[config.mk]
export PLATFORM = sky130hd
export DESIGN_NAME = circle_draw_param
export DESIGN_NICKNAME = d
export VERILOG_FILES = /design/src/rtl/circle_pkg.sv /design/src/rtl/circle_pixel_clip.sv /design/src/rtl/circle_draw_param.sv
export SDC_FILE = /design/constraint.sdc
export NUM_CORES = 1
export LEC_CHECK = 0
export BUFFER_PORTS_ARGS = -buffer_cell sky130_fd_sc_hd__buf_2
export CAP_MARGIN = 20
export CORE_UTILIZATION = 65
export CTS_BUF_LIST = sky130_fd_sc_hd__clkbuf_4 sky130_fd_sc_hd__clkbuf_8
export CTS_CLUSTER_DIAMETER = 100
export DETAILED_ROUTE_END_ITERATION = 10
export HOLD_SLACK_MARGIN = 0.06
export PLACE_DENSITY = 0.86
export SYNTH_ARGS = -nofsm -noshare
export SYNTH_HDL_FRONTEND = slang
export SYNTH_SLANG_ARGS = --single-unit
[constraint.sdc]
create_clock -name clk -period 5.9 [get_ports clk]
set_clock_uncertainty 0.1 [all_clocks]
set_input_delay 0.295 -clock clk [delete_from_list [all_inputs] [get_ports clk]]
set_output_delay 0.295 -clock clk [all_outputs]
set_load 0.03 [all_outputs]
[src/rtl/circle_pkg.sv]
// Shared types for the circle engine: FSM/mode/span encodings and the
// outline octant order expressed as swap/sign bits.
package circle_pkg;

    typedef enum logic [1:0] {IDLE, DRAW, DONE} state_t;
    typedef enum logic {OUTLINE, FILLED} mode_t;
    typedef enum logic [1:0] {SPAN_A, SPAN_B, SPAN_C, SPAN_D} span_t;

    typedef struct packed {
        logic swap;   // use (oy, ox) instead of (ox, oy)
        logic neg_x;
        logic neg_y;
    } octant_t;

    function automatic octant_t octant_lookup(input logic [2:0] idx);
        octant_t o;
        o = '0;
        case (idx)
            3'd0: o = '{swap: 1'b0, neg_x: 1'b0, neg_y: 1'b0};
            3'd1: o = '{swap: 1'b1, neg_x: 1'b0, neg_y: 1'b0};
            3'd2: o = '{swap: 1'b0, neg_x: 1'b1, neg_y: 1'b0};
            3'd3: o = '{swap: 1'b1, neg_x: 1'b1, neg_y: 1'b0};
            3'd4: o = '{swap: 1'b0, neg_x: 1'b1, neg_y: 1'b1};
            3'd5: o = '{swap: 1'b1, neg_x: 1'b1, neg_y: 1'b1};
            3'd6: o = '{swap: 1'b0, neg_x: 1'b0, neg_y: 1'b1};
            default: o = '{swap: 1'b1, neg_x: 1'b0, neg_y: 1'b1};
        endcase
        return o;
    endfunction

    function automatic int max3(input int a, input int b, input int c);
        int m;
        m = (a > b) ? a : b;
        return (m > c) ? m : c;
    endfunction

endpackage

[src/rtl/circle_pixel_clip.sv]
// Combinational screen-bounds check for a signed pixel coordinate; also
// hands back the coordinate truncated to the VGA port widths.
module circle_pixel_clip #(
    parameter int SCREEN_W = 160,
    parameter int SCREEN_H = 120,
    parameter int X_W      = 8,
    parameter int Y_W      = 7,
    parameter int C_W      = 10
) (
    input  logic signed [C_W-1:0] x_i,
    input  logic signed [C_W-1:0] y_i,
    output logic        [X_W-1:0] x_o,
    output logic        [Y_W-1:0] y_o,
    output logic                  in_bounds_o
);

    localparam logic signed [C_W-1:0] W_LIM = C_W'(SCREEN_W);
    localparam logic signed [C_W-1:0] H_LIM = C_W'(SCREEN_H);

    assign x_o = x_i[X_W-1:0];
    assign y_o = y_i[Y_W-1:0];
    assign in_bounds_o = !x_i[C_W-1] && (x_i < W_LIM) &&
                         !y_i[C_W-1] && (y_i < H_LIM);

endmodule

[src/rtl/circle_draw_param.sv]
// Midpoint circle engine, outline or filled, one clipped pixel per clock,
// registered outputs feeding the VGA adapter.
module circle_draw_param
    import circle_pkg::*;
#(
    parameter int SCREEN_W = 160,
    parameter int SCREEN_H = 120,
    parameter int X_W      = 8,
    parameter int Y_W      = 7,
    parameter int R_W      = 8,
    parameter int COLOUR_W = 3
) (
    input  logic                clk,
    input  logic                rst,
    input  logic                start,
    input  logic                mode,
    input  logic [X_W-1:0]      centre_x,
    input  logic [Y_W-1:0]      centre_y,
    input  logic [R_W-1:0]      radius,
    input  logic [COLOUR_W-1:0] colour,
    output logic                done,
    output logic [X_W-1:0]      vga_x,
    output logic [Y_W-1:0]      vga_y,
    output logic [COLOUR_W-1:0] vga_colour,
    output logic                vga_plot
);

    localparam int C_W = max3(X_W, Y_W, R_W) + 2;
    localparam int K_W = R_W + 3;
    typedef logic signed [C_W-1:0] coord_t;
    typedef logic signed [K_W-1:0] crit_t;

    state_t  state_q, state_d;
    mode_t   mode_q, mode_d;
    coord_t  cx_q, cx_d, cy_q, cy_d;
    coord_t  ox_q, ox_d, oy_q, oy_d, xoff_q, xoff_d;
    crit_t   crit_q, crit_d;
    logic [2:0] oct_q, oct_d;
    span_t   span_q, span_d;
    logic    fin_q, fin_d;
    logic [COLOUR_W-1:0] colour_q, colour_d, vcol_q, vcol_d;
    logic [X_W-1:0] x_q, x_d;
    logic [Y_W-1:0] y_q, y_d;
    logic    plot_q, plot_d, done_q, done_d;

    octant_t oct;
    coord_t  oct_a, oct_b, ext, px, py, ox_n, oy_n;
    crit_t   crit_n;
    logic    last_px, cont;
    logic [X_W-1:0] clip_x;
    logic [Y_W-1:0] clip_y;
    logic    clip_in;

    circle_pixel_clip #(
        .SCREEN_W (SCREEN_W),
        .SCREEN_H (SCREEN_H),
        .X_W      (X_W),
        .Y_W      (Y_W),
        .C_W      (C_W)
    ) u_clip (
        .x_i         (px),
        .y_i         (py),
        .x_o         (clip_x),
        .y_o         (clip_y),
        .in_bounds_o (clip_in)
    );

    // Current pixel and end-of-iteration update, derived from the counters
    always_comb begin
        oct   = octant_lookup(oct_q);
        oct_a = oct.swap ? oy_q : ox_q;
        oct_b = oct.swap ? ox_q : oy_q;
        ext   = (span_q == SPAN_A || span_q == SPAN_B) ? ox_q : oy_q;
        if (mode_q == FILLED) begin
            px = cx_q + xoff_q;
            py = cy_q + oy_q;
            case (span_q)
                SPAN_A:  py = cy_q + oy_q;
                SPAN_B:  py = cy_q - oy_q;
                SPAN_C:  py = cy_q + ox_q;
                default: py = cy_q - ox_q;
            endcase
            last_px = (span_q == SPAN_D) && (xoff_q == ext);
        end else begin
            px = oct.neg_x ? cx_q - oct_a : cx_q + oct_a;
            py = oct.neg_y ? cy_q - oct_b : cy_q + oct_b;
            last_px = (oct_q == 3'd7);
        end
        oy_n = oy_q + coord_t'(1);
        if (crit_q <= crit_t'(0)) begin
            ox_n   = ox_q;
            crit_n = crit_q + (crit_t'(oy_n) <<< 1) + crit_t'(1);
        end else begin
            ox_n   = ox_q - coord_t'(1);
            crit_n = crit_q + ((crit_t'(oy_n) - crit_t'(ox_n)) <<< 1) + crit_t'(1);
        end
        cont = (oy_n <= ox_n);
    end

    always_comb begin
        state_d  = state_q;  mode_d  = mode_q;  cx_d   = cx_q;   cy_d = cy_q;
        colour_d = colour_q; ox_d    = ox_q;    oy_d   = oy_q;   crit_d = crit_q;
        oct_d    = oct_q;    span_d  = span_q;  xoff_d = xoff_q; fin_d = fin_q;
        x_d      = x_q;      y_d     = y_q;     vcol_d = vcol_q;
        plot_d   = 1'b0;     done_d  = done_q;
        case (state_q)
            IDLE: begin
                done_d = 1'b0;
                if (start) begin
                    mode_d   = mode_t'(mode);
                    cx_d     = coord_t'(centre_x);
                    cy_d     = coord_t'(centre_y);
                    colour_d = colour;
                    ox_d     = coord_t'(radius);
                    oy_d     = '0;
                    crit_d   = crit_t'(1) - crit_t'(radius);
                    oct_d    = '0;
                    span_d   = SPAN_A;
                    xoff_d   = -coord_t'(radius);
                    fin_d    = 1'b0;
                    state_d  = DRAW;
                end
            end
            DRAW: begin
                // fin_q spends one idle cycle so done rises the cycle after the last pixel
                if (fin_q) begin
                    fin_d   = 1'b0;
                    done_d  = 1'b1;
                    state_d = DONE;
                end else begin
                    x_d    = clip_x;
                    y_d    = clip_y;
                    plot_d = clip_in;
                    vcol_d = colour_q;
                    if (last_px) begin
                        ox_d   = ox_n;
                        oy_d   = oy_n;
                        crit_d = crit_n;
                        oct_d  = '0;
                        span_d = SPAN_A;
                        xoff_d = -ox_n;
                        fin_d  = !cont;
                    end else if (mode_q == FILLED) begin
                        if (xoff_q != ext) begin
                            xoff_d = xoff_q + coord_t'(1);
                        end else begin
                            span_d = span_t'(span_q + 2'd1);
                            xoff_d = (span_q == SPAN_A) ? -ox_q : -oy_q;
                        end
                    end else begin
                        oct_d = oct_q + 3'd1;
                    end
                end
            end
            DONE: begin
                if (!start) begin
                    done_d  = 1'b0;
                    state_d = IDLE;
                end
            end
            default: state_d = IDLE;
        endcase
    end

    always_ff @(posedge clk) begin
        if (rst) begin
            state_q  <= IDLE;   mode_q  <= OUTLINE; cx_q   <= '0; cy_q  <= '0;
            colour_q <= '0;     ox_q    <= '0;      oy_q   <= '0; crit_q <= '0;
            oct_q    <= '0;     span_q  <= SPAN_A;  xoff_q <= '0; fin_q <= 1'b0;
            x_q      <= '0;     y_q     <= '0;      vcol_q <= '0;
            plot_q   <= 1'b0;   done_q  <= 1'b0;
        end else begin
            state_q  <= state_d;  mode_q  <= mode_d;  cx_q   <= cx_d;   cy_q  <= cy_d;
            colour_q <= colour_d; ox_q    <= ox_d;    oy_q   <= oy_d;   crit_q <= crit_d;
            oct_q    <= oct_d;    span_q  <= span_d;  xoff_q <= xoff_d; fin_q <= fin_d;
            x_q      <= x_d;      y_q     <= y_d;     vcol_q <= vcol_d;
            plot_q   <= plot_d;   done_q  <= done_d;
        end
    end

    assign done       = done_q;
    assign vga_x      = x_q;
    assign vga_y      = y_q;
    assign vga_colour = vcol_q;
    assign vga_plot   = plot_q;

endmodule

**After elaboration in Yosys (flattened, before gate mapping)**

Index checks and enable logic that the tools add are counted.

- Logic and storage cells: 145
- Register bits: 88

- Order comparisons: 4
- Add/sub/neg operators: 24
- Reductions and logical operators: 23
- Muxes and demuxes: 53
- Eq/ne operators: 22
- Bitwise logic cells: 2

Operator list:

| cell | number |
|---|---|
| 2-to-1 mux 10 bit | 20 |
| one-hot mux 10 bit (2 select lines) | 3 |
| 2-to-1 mux 11 bit | 4 |
| adder 8 x 10 -> 10 bit | 3 |
| negation 10 bit | 3 |
| one-hot mux 10 bit (3 select lines) | 1 |
| subtractor 8 x 10 -> 10 bit | 3 |
| adder 11 bit | 2 |
| adder 11 x 2 -> 11 bit, second input constant | 2 |
| one-hot mux 11 bit (2 select lines) | 1 |
| one-hot mux 3 bit (7 select lines) | 1 |
| adder 10 x 2 -> 10 bit, second input constant | 2 |
| adder 9 x 10 -> 10 bit | 2 |
| 2-to-1 mux 2 bit | 8 |
| equality test 3 bit, second input constant | 4 |
| 2-to-1 mux 3 bit | 4 |
| AND reduction 4 bit | 3 |
| less-or-equal comparator 11 x 1 -> 1 bit, second input constant | 1 |
| equality test 10 bit | 1 |
| less-or-equal comparator 10 bit | 1 |
| < comparator 10 x 8 -> 1 bit, second input constant | 1 |
| < comparator 10 x 9 -> 1 bit, second input constant | 1 |
| != test 10 bit | 1 |
| != test 2 bit, second input constant | 5 |
| other kinds (30) | 51 |

**Longest topological paths before layout**

Gate-level depths: netlist (run 1).

- Word-level depth: 10
- Gate-level depth with buffers: 23
- Depth with buffers taken out: 19

**Cells and area by module**

Synthesis (run 1) repeated with hierarchy kept, for this count alone.

- Cells, all modules: 1274
- Area, all modules: 9127.5 um^2

Modules (own cells, without submodules):

| module | cells an instance | area each (um^2) | times used |
|---|---|---|---|
| circle_draw_param | 1255 | 8987.4 | 1 |
| circle_pixel_clip | 19 | 140.1 | 1 |

**Least setup slack after synthesis (run 1)**

OpenSTA, ideal clock, no wires.

- Path kind: reg-to-reg
- Start point: register oct_q[0]
- End point: register plot_q (netlist: vga_plot)
- Required time: 5.684 ns
- Library setup time: 0.116 ns
- Cell stages (with the launch flop): 21
- Setup slack: 1.388 ns
- Arrival: 4.296 ns
- Cell sequence: dfxtp_1 buf_6 buf_2 buf_2 mux2i_1 ha_1 nor4b_1 or2_1 nor4b_2 a221oi_2 nor2_1 xor2_1 o21ai_0 ha_1 or2_2 a21oi_1 a21oi_1 a21oi_1 nor2_1 nor4b_2 o211a_1

- Word-level cells in the longest chain between the ends: 10
- Elaborated cells between the ends (all ways): 25
- Classes of those cells: add/sub (4); order compare (2); eq/ne (6); mux (7); reduce/logical (6)

RTL lines:

| what | line | RTL |
|---|---|---|
| start: declaration | circle_draw_param.sv:38 | `logic [2:0] oct_q, oct_d;` |
| start signal: assignment | circle_draw_param.sv:175 | `oct_q <= oct_d; span_q <= span_d; xoff_q <= xoff_d; fin_q <= fin_d;` |
| equality test 3 bit, or another cell as far along | circle_pkg.sv:18 | `case (idx)` |
| one-hot mux 3 bit (7 select lines) * | circle_pkg.sv:18 |  |
| 2-to-1 mux 10 bit | circle_draw_param.sv:71 | `oct_a = oct.swap ? oy_q : ox_q;` |
| adder 9 x 10 -> 10 bit or subtractor 9 x 10 -> 10 bit (tied branches) | circle_draw_param.sv:85 | `px = oct.neg_x ? cx_q - oct_a : cx_q + oct_a;` |
| 2-to-1 mux 10 bit | circle_draw_param.sv:85 |  |
| 2-to-1 mux 10 bit | circle_draw_param.sv:74 | `if (mode_q == FILLED) begin` |
| < comparator 10 x 9 -> 1 bit or zero test 1 bit (tied branches) | circle_pixel_clip.sv:22 | `assign in_bounds_o = !x_i[C_W-1] && (x_i < W_LIM) &&` |
| logical AND 1 bit (2 in series) | circle_pixel_clip.sv:22 |  |
| logical AND 1 bit * | circle_pixel_clip.sv:23 | `!y_i[C_W-1] && (y_i < H_LIM);` |
| end signal: assignment | circle_draw_param.sv:177 | `plot_q <= plot_d; done_q <= done_d;` |
| end: declaration | circle_draw_param.sv:44 | `logic plot_q, plot_d, done_q, done_d;` |

Mark *: on every way between the ends. The rest lies on a longest branch, timed or not.
A chain may end at the register's enable or synchronous reset.

**Final worst setup path (run 1)**

Same ends and word-level chain as after synthesis.

==> flow_summary.toml, run 1 <==
[pwr]
vdd_drop_max_v = 0.000157
leakage_nw = 4.03
powerDensity_mw_per_mm2 = 261
p_total_mw = 2.60

[global_routing]
grt_overflow = 0
grt_use_total_pct = 38.1
grt_pass1_wl_um = 44400
grt_pass1_vias = 8820
grt_max_degree = 53
antenna_found_initial = 0

[logic_synthesis]
synthMuxAreaShare_pct = 5.19
yosys.area.top_type = "dfxtp_1"
synthSimpleGateAreaFrac_pct = 24.0
synth_compound_area_share_pct = 24.1
syn-num-nets = 1372
yosys_register_bits = 88
synth_flop_cell = "dfxtp_1"
synth-adder-area-share_pct = 10.9
async_flop_share_pct = 0
synth_top_family_by_area = "compound AO/OA/AOI/OAI gates"
synth_area_per_cell_um2 = 7.38
yosysWarningCount = 0
synth_cell_types = 92
seq_area_frac_synth_pct = 18.9
synth_xor_xnor_area_share_pct = 11.4
syn_area_mm2 = 0.00933
synth_top_area_share_pct = 18.9
synth_edf_count = 0
synth_area_leaders = "dfxtp_1 19%, ha_1 9.8%, xnor2_1 8.0%, nand2_1 6.7%, a21oi_1 6.6%"
postSynthCellCount = 1264

[worst_setup_path]
arrival_ps = 5150
criticalPathCategory = "flip-flop to flip-flop"
required_ps = 6140
crit_slowest_cell = "dfxtp_1"
rrSetupSlack_ps = 990
crit_path_start_kind = "flip-flop"
max_stage_delay_ps = 820
cpMostUsedCell = "o21ai_0"
critical_path.cell_chain = "inv_1 -> ha_1 -> nor4_1 -> o22a_1 -> o21ai_0 -> xnor2_1 -> o21ai_0 -> ha_1 -> a21oi_1 -> o211ai_1 -> nor2_1 -> nor2b_1 -> o21ai_0 -> mux2i_1 -> o41ai_2 -> o211a_1"
crit_path_end_kind = "flip-flop"
crit_path_max_fanout = 19

[clock_network]
clock_path_buffers = 2
cts_sinks = 88
tritoncts = "done"
numCtsBuffers = 9
htree_levels = 3
clock_latency_ps = 410
clkSlewWorstSetupHoldPaths_ps = 110
clockRootBuffer = "clkbuf_8"

[layout]
nNetsFinal = 1377
fin_area_mm2 = 0.00995
area_growth_pct = 6.62
stdcell_count = 1453
antenna_cells = 0
final_core_util_pct = 71.4
drive_above_1_share_pct = 9.82

[sta]
slew_headroom_pct = 33.0
fmax_mhz = 204
setup_violations = 0
rsz0062_at_grt = "no"
max_slew.worst_pin.slew_ps = 1010
tns_ps = 0
layout_setup_ws_ps = 990
maxSlewViolCount = 0
fin_crit_ps = 4910
fin_crit_sh_pct = 83.2
hold_ws_ps = 92.6
hold_violations = 0

[floorplanning]
die-area_mm2 = 0.0148
die_width_um = 122
core-area_mm2 = 0.0139
initial_utilization_pct = 67.0
die_y_um = 122
ios = 50
std_cell_rows = 43

[placed_design]
gp_congestion = 0.936
dp_slack_ps = 1100
detailed_place_hpwl_um = 19800
dpl.cell_count = 1418
placed_area_mm2 = 0.00954
port_buffers = 49

[detailed_routing]
drc = 0
wl_per_cell_um = 18.9
drt-initial-drc-count = 1056
drt_first_pass_iters = 6
wirelength_um = 27500
ant_nets = 0
vias = 9504
avgViaCountPerCell = 6.54

[flow_run]
maxCapViolCount = 0

[run_status]
status = "complete, no violations"

[hold_path]
worstHoldPathType = "primary input to flip-flop"
-- layout by cell type, fill, tap and decap left out, types with 36 or more instances in the layout --
cell type	count
o21ai_0	60
nand2_1	167
inv_1	44
a21oi_1	124
ha_1	73
xor2_1	37
mux2i_1	36
dfxtp_1	88
nor2_1	109
buf_2	49
xnor2_1	85
-- where the power goes --
group	leakage [nW]	switching (mW)	internal [mW]
Sequential	0.720	0.0848	0.644
Clock	0.110	0.259	0.240
Combinational	3.20	0.809	0.561
-- flip-flops by register name, summed over array words and instances, names as in the netlist --
register / count
fin_q: 1
vga_y: 7
cy_q: 7
oct_q: 3
crit_q: 11
colour_q: 3
done: 1
mode_q: 1
xoff_q: 10
vga_plot: 1
span_q: 2
oy_q: 10
vga_colour: 3
ox_q: 10
vga_x: 8
cx_q: 8
state_q: 2
-- worst max-delay path: cells and delay by family (launching register included) --
family	cells	cell delay (ps)
buffers and inverters	1	280
and+or+nand+nor	3	740
AOI/OAI and AO/OA	8	2030
adders and majority gates	2	640
xor gates and xnor gates	1	140
muxes	1	100
DFF	1	820
-- path summary, 6_finish.rpt --
| kind | from | to | cells past startpoint |
|---|---|---|---|
| worst max-delay path | oct_q[0]$_SDFFE_PP0P_ | vga_plot$_SDFF_PP0_ | 16 |
| worst min-delay path | start | state_q[1]$_SDFFE_PP0P_ | 3 |
| worst max register to register | oct_q[0]$_SDFFE_PP0P_ | vga_plot$_SDFF_PP0_ | 16 |
| worst min register to register | vga_y[3]$_SDFFE_PP0P_ | vga_y[3]$_SDFFE_PP0P_ | 2 |
-- cell usage after synthesis (27+ instances only) --
library cell    n
a211oi_1       27
a21oi_1       124
clkbuf_1       65
dfxtp_1        88
ha_1           73
inv_1          44
mux2i_1        36
nand2_1       167
nand3_1        35
nor2_1        110
nor3_1         35
o21ai_0        60
xnor2_1        85
xor2_1         37
-- area by class of cell --
class                      count  area, um2
multi-input combinational   1047       7070
fill                        1107       3980
sequential                    88       1760
timing repair buffer          78        514
tap                          180        225
inverter                      45        169
clock buffer                   9        124
clock inverter                 6       91.3
-- timing repair --
action                    CTS  global route
buffers inserted            0             0
hold endpoints to repair   19             0
gates resized for setup     0             0
hold buffers               19             0
-- kinds of logic (layout without fill, tap and decap cells) --
group           count (synthesis)  after routing
simple gates                  456            456
buf+inv                       129            138
mux                            47             47
flops                          88             88
xor+xnor                      122            122
fa+ha+maj                      78             78
compound gates                344            344
-- per-layer routing --
layer / global-route usage (%) / part of all wire, % / vias to the layer above
met5: 0 / 0 / -
met4: 18.5 / 4.2 / 0
met3: 7.30 / 8.8 / 98
met2: 62.5 / 47 / 473
met1: 47.6 / 40 / 4398
li1: - / - / 4535
Note: power is estimated with default switching activity, not from simulation.
==> inputs of run 2 (changes only) <==
--- a/config.mk
+++ b/config.mk
@@ -7,12 +7,12 @@
 export LEC_CHECK = 0
 export BUFFER_PORTS_ARGS = -buffer_cell sky130_fd_sc_hd__buf_2
 export CAP_MARGIN = 20
-export CORE_UTILIZATION = 65
+export CORE_UTILIZATION = 58
 export CTS_BUF_LIST = sky130_fd_sc_hd__clkbuf_4 sky130_fd_sc_hd__clkbuf_8
 export CTS_CLUSTER_DIAMETER = 100
 export DETAILED_ROUTE_END_ITERATION = 10
 export HOLD_SLACK_MARGIN = 0.06
-export PLACE_DENSITY = 0.86
+export PLACE_DENSITY = 0.81
 export SYNTH_ARGS = -nofsm -noshare
 export SYNTH_HDL_FRONTEND = slang
 export SYNTH_SLANG_ARGS = --single-unit
==> constraint.sdc (replaced) <==
create_clock -name clk -period 4.3 [get_ports clk]
set_clock_uncertainty 0.1 [all_clocks]
set_input_delay 0.215 -clock clk [delete_from_list [all_inputs] [get_ports clk]]
set_output_delay 0.215 -clock clk [all_outputs]
set_load 0.03 [all_outputs]
==> flow_summary.toml, run 2 (synthesis results as in run 1) <==
[run_status]
status = "complete, no violations"

[worst_setup_path]
max_stage_delay_ps = 490
arrival_ps = 4250
crit_path_max_fanout = 7
criticalPathCategory = "flip-flop to flip-flop"
critical_path.cell_chain = "inv_1 -> ha_1 -> or3b_2 -> xnor2_1 -> inv_1 -> ha_1 -> inv_1 -> o21bai_1 -> a21oi_1 -> o21bai_1 -> a21oi_1 -> xnor2_1 -> ha_1 -> nand2_1 -> a21o_1 -> and3b_1 -> mux2i_1 -> a211oi_1"
r2r-end = "crit_q[10]$_SDFFE_PP0P_"
rrSetupSlack_ps = 220
crit_slowest_cell = "or3b_2"
r2r-start = "ox_q[1]$_SDFFE_PP0P_"
cp-startpoint = "ox_q[1]$_SDFFE_PP0P_"
ff2ff_path_depth = 18
crit_path_start_kind = "flip-flop"
crit_path_end_kind = "flip-flop"
crit_path_end = "crit_q[10]$_SDFFE_PP0P_"
required_ps = 4470

[floorplanning]
core-area_mm2 = 0.0158
die_width_um = 129
ios = 50
die_y_um = 129
initial_utilization_pct = 59.2
die-area_mm2 = 0.0166
std_cell_rows = 46

[detailed_routing]
drt_first_pass_iters = 5
drt-initial-drc-count = 769
wirelength_um = 29000
wl_per_cell_um = 18.9
drc = 0
avgViaCountPerCell = 6.32
ant_nets = 0
vias = 9722

[layout]
largest_reg_flops = 11
final_common_cell = "nand2_1"
drive_above_1_share_pct = 14.1
largest_register = "crit_q"
area_growth_pct = 11.5
nNetsFinal = 1425
most-common-layout-cells = "167 x nand2_1, 122 x a21oi_1, 109 x nor2_1"

[pwr]
p_total_mw = 3.57
power_switching_mw = 1.63
seqPwrFrac_pct = 27.6
vdd_drop_max_v = 0.000240
intPower_mw = 1.93
leakage_nw = 4.28
switching_share_pct = 45.8
powerDensity_mw_per_mm2 = 343
pwr-share-clk_pct = 16.7
p_comb_share_pct = 55.8

[placed_design]
dp_slack_ps = 52.8
gp_congestion = 0.945
detailed_place_hpwl_um = 21200
port_buffers = 49

[sta]
max_slew.worst_pin.slew_ps = 800
hold_violations = 0
fin_crit_ps = 4080
fin_crit_sh_pct = 95.0
fmax_mhz = 245
setup_violations = 0
layout_setup_ws_ps = 217
maxSlewViolCount = 0
slew_headroom_pct = 46.5

[clock_network]
clock_latency_ps = 410
htree_levels = 3
numCtsBuffers = 9
tritoncts = "done"
clkSlewWorstSetupHoldPaths_ps = 110
clock_path_buffers = 2
clockRootBuffer = "clkbuf_8"
cts_sinks = 88

[global_routing]
grt_overflow = 0
grt_use_total_pct = 35.0
grt_pass1_wl_um = 45500
grt_max_degree = 51
antenna_found_initial = 1
grt_pass1_vias = 8936

[flow_run]
maxCapViolCount = 0

[hold_path]
worstHoldPathType = "primary input to flip-flop"
holdCritStartpoint = "radius[1]"
==> run 2: cell count changes in the layout (fill, tap and decap cells not counted), sizes merged <==
cell,before,now
buf,59,106
bufinv,2,0
clkinvlp,0,2
clkbuf,9,10
diode,0,1
dlygate4sd3,19,20
==> run 2: per-stage QoR <==
| stage | setup TNS (ps) | area (um2) | cells | utilization, % | hold WS, ps |
|---|---|---|---|---|---|
| global route | -5.04 | 10400 | 1538 | 66.0 | 102 |
| finish | 0 | 10400 | 1539 | 66.0 | 92.8 |
| detailed placement | 0 | 9930 | 1499 | 63.0 | 343 |
| CTS | 0 | 10300 | 1535 | 65.5 | 88.9 |
| floorplan | 0 | 9360 | 1264 | - | 251 |
| global placement | 0 | 9930 | 1499 | 63.0 | 338 |
==> run 2: repair_timing <==
action	4_1_cts	5_1_grt
endpoints found under the hold margin	20	0
hold buffers	20	0
endpoints found under the setup margin	1	5
gates cloned	0	0
setup buffers	0	3
pin swaps	0	4
gates resized for setup	1	15
==> run 2: layer usage <==
layer / part of all wire [%] / track usage (%) / vias up
met5: 0 / 0 / -
met1: 42 / 43.7 / 4526
li1: - / - / 4626
met2: 46 / 58.4 / 467
met3: 7.6 / 5.65 / 103
met4: 4.7 / 17.9 / 0
==> run 2: worst min path at each step <==
stage,cells past startpoint,to
2_1_floorplan,2,colour_q[0]$_SDFFE_PP0P_
3_3_place_gp,2,vga_x[3]$_SDFFE_PP0P_
3_5_place_dp,2,vga_x[3]$_SDFFE_PP0P_
4_1_cts,3,crit_q[1]$_SDFFE_PP0P_
5_1_grt,3,crit_q[1]$_SDFFE_PP0P_
6_report,3,crit_q[1]$_SDFFE_PP0P_
==> run 2: layout make-up <==
type / count / area (um2)
multi-input combinational: 1047 / 7140
fill: 1377 / 5360
sequential: 88 / 1770
timing repair buffer: 126 / 877
tap: 216 / 270
inverter: 45 / 169
clock buffer: 10 / 131
clock inverter: 6 / 52.6
antenna: 1 / 2.50
==> run 2: power by group through the flow <==
stage,sequential (mW),combinational [mW],clock (mW)
final,0.983,1.99,0.594
after global routing,0.988,2.16,0.622
after CTS,0.976,1.92,0.596
after detailed placement,0.995,1.89,0
after global placement,0.992,1.85,0
after floorplan,0.987,1.45,0
==> run 2: worst max-delay path: cells and delay by family (launching register included) <==
family | cells | cell delay (ps)
simple gates | 3 | 720
flops | 1 | 450
compound gates | 6 | 830
mux | 1 | 130
buf+inv | 3 | 310
xor+xnor | 2 | 560
fa+ha+maj | 3 | 860
==> inputs of run 3 (changes only) <==
==> constraint.sdc (replaced) <==
create_clock -name clk -period 3.63 [get_ports clk]
set_clock_uncertainty 0.1 [all_clocks]
set_input_delay 0.1815 -clock clk [delete_from_list [all_inputs] [get_ports clk]]
set_output_delay 0.1815 -clock clk [all_outputs]
set_load 0.03 [all_outputs]
==> flow_summary.toml, run 3 (synthesis results as in run 1) <==
[clock_network]
tritoncts = "done"
clock_latency_ps = 400
numCtsBuffers = 9
clockRootBuffer = "clkbuf_8"
cts_sinks = 88
clkSlewWorstSetupHoldPaths_ps = 100
clock_path_buffers = 2
htree_levels = 3

[worst_setup_path]
max_stage_delay_ps = 380
crit_path_end_kind = "flip-flop"
required_ps = 3830
cpMostUsedCell = "o21ai_1"
critical_path.cell_chain = "buf_8 -> mux2i_4 -> ha_4 -> nor4b_4 -> buf_4 -> o21ai_1 -> o21ai_1 -> xor2_1 -> buf_4 -> xor2_1 -> o21ai_0 -> ha_1 -> a21oi_2 -> a21oi_2 -> xor2_2 -> o21ai_1 -> and3_1 -> o211a_1"
criticalPathCategory = "flip-flop to flip-flop"
crit_slowest_cell = "dfxtp_4"
arrival_ps = 4100
crit_path_start_kind = "flip-flop"
crit_path_max_fanout = 6

[run_status]
failed_checks = "setup timing"
status = "finished, violations left"

[detailed_routing]
routed.top_layer = "met4"
wl_met3_um = 3410
drt_first_pass_iters = 6
drt-initial-drc-count = 1367
avgViaCountPerCell = 6.47
vias = 11100
drc = 0
ant_nets = 0
wirelength_um = 36200
wl_met2_um = 16800
wl_met1_um = 13400
wl_per_cell_um = 21.2

[global_routing]
grt_pass1_vias = 10200
grt_use_total_pct = 40.5
grt_overflow = 0
grt_pass1_wl_um = 52000
grt_max_degree = 43
antenna_found_initial = 1

[sta]
fin_crit_sh_pct = 107
rsz0062_at_grt = "yes"
layout_setup_ws_ps = -270
fin_crit_ps = 3900
hold_violations = 0
maxSlewViolCount = 0
fmax_mhz = 256
max_slew.worst_pin.slew_ps = 978
setup_violations = 8
slew_headroom_pct = 34.1

[pwr]
leakage_nw = 5.24
p_total_mw = 5.15
vdd_drop_max_v = 0.000314
powerDensity_mw_per_mm2 = 419

[placed_design]
gp_congestion = 1.02
dpl.cell_count = 1644
placed_area_mm2 = 0.0111
port_buffers = 49
detailed_place_hpwl_um = 23600

[layout]
antenna_cells = 0
largest_reg_flops = 11
final_core_util_pct = 77.9
fin_area_mm2 = 0.0123
most-common-layout-cells = "215 x buf_4, 166 x nand2_1, 110 x a21oi_1"
largest_register = "crit_q"
nNetsFinal = 1596
final_common_cell = "buf_4"
drive_above_1_share_pct = 28.9
stdcell_count = 1709
fillers = 1085
area_growth_pct = 31.7

[floorplanning]
core-area_mm2 = 0.0158
initial_utilization_pct = 59.2
die-area_mm2 = 0.0166
die_width_um = 129
ios = 50
std_cell_rows = 46
die_y_um = 129

[flow_run]
maxCapViolCount = 0

[hold_path]
worstHoldPathType = "primary input to flip-flop"
run 3: changes by cell type in the layout (fill, tap and decap cells not counted), moves of 9 or more:
cell     delta
a21oi_1    -12
a21oi_2    +11
buf_4     +159
ha_1       -13
o21ai_0    -21
o21ai_1    +18
xnor2_1     -9
run 3: worst max-delay path: cells and delay by family (launching register included):
family                   cells  cell delay [ps]
AO/OA/AOI/OAI                7             1010
XOR/XNOR                     3              610
adder cells (fa/ha/maj)      2              540
buffers and inverters        3              470
AND/OR/NAND/NOR              2              400
flip-flops                   1              380
multiplexers                 1              270
run 3: metrics by stage:
stage	hold slack, ps	setup slack, ps	TNS, ps
finish	75.7	-270	-693
global route	95.5	-489	-2200
CTS	79.0	-122	-122
detailed placement	326	-389	-1130
global placement	322	-193	-404
floorplan	217	-274	-333
run 3: report_power, final:
group | total [mW] | switching [mW] | leakage [nW] | internal, mW
combinational | 3.28 | 1.75 | 4.43 | 1.54
sequential | 1.16 | 0.112 | 0.724 | 1.05
clock | 0.708 | 0.427 | 0.0896 | 0.280
run 3: repair_timing:
item | CTS | global route
hold buffers | 20 | 0
pin swaps | 43 | 27
endpoints found under the setup margin | 10 | 44
cloned | 0 | 2
hold endpoints to repair | 21 | 0
setup buffers | 24 | 3
resized for setup | 62 | 61
run 3: path summary, 6_finish.rpt:
path                                                from                         end  slack, ps  depth (start not counted)
worst max-delay path               oct_q[0]$_SDFFE_PP0P_         vga_plot$_SDFF_PP0_       -270                         18
worst min-delay path                           radius[1]      crit_q[1]$_SDFFE_PP0P_         80                          3
worst max register to register     oct_q[0]$_SDFFE_PP0P_         vga_plot$_SDFF_PP0_       -270                         18
worst min register to register  colour_q[0]$_SDFFE_PP0P_  vga_colour[0]$_SDFFE_PP0P_        350                          2
run 3: layout make-up:
type / instances / area [um2] / area share, %
multi-input combinational: 1047 / 7610 / 61.9
timing repair buffer: 297 / 2270 / 18.5
sequential: 88 / 1780 / 14.5
tap: 216 / 270 / 2.20
inverter: 45 / 174 / 1.42
clock buffer: 11 / 145 / 1.18
clock inverter: 5 / 41.3 / 0.336
run 3: routing by layer:
layer	vias to the layer above	GRT usage, %
met3	230	6.32
li1	4968	-
met2	744	68.2
met5	-	0
met1	5113	48.5
met4	0	25.0
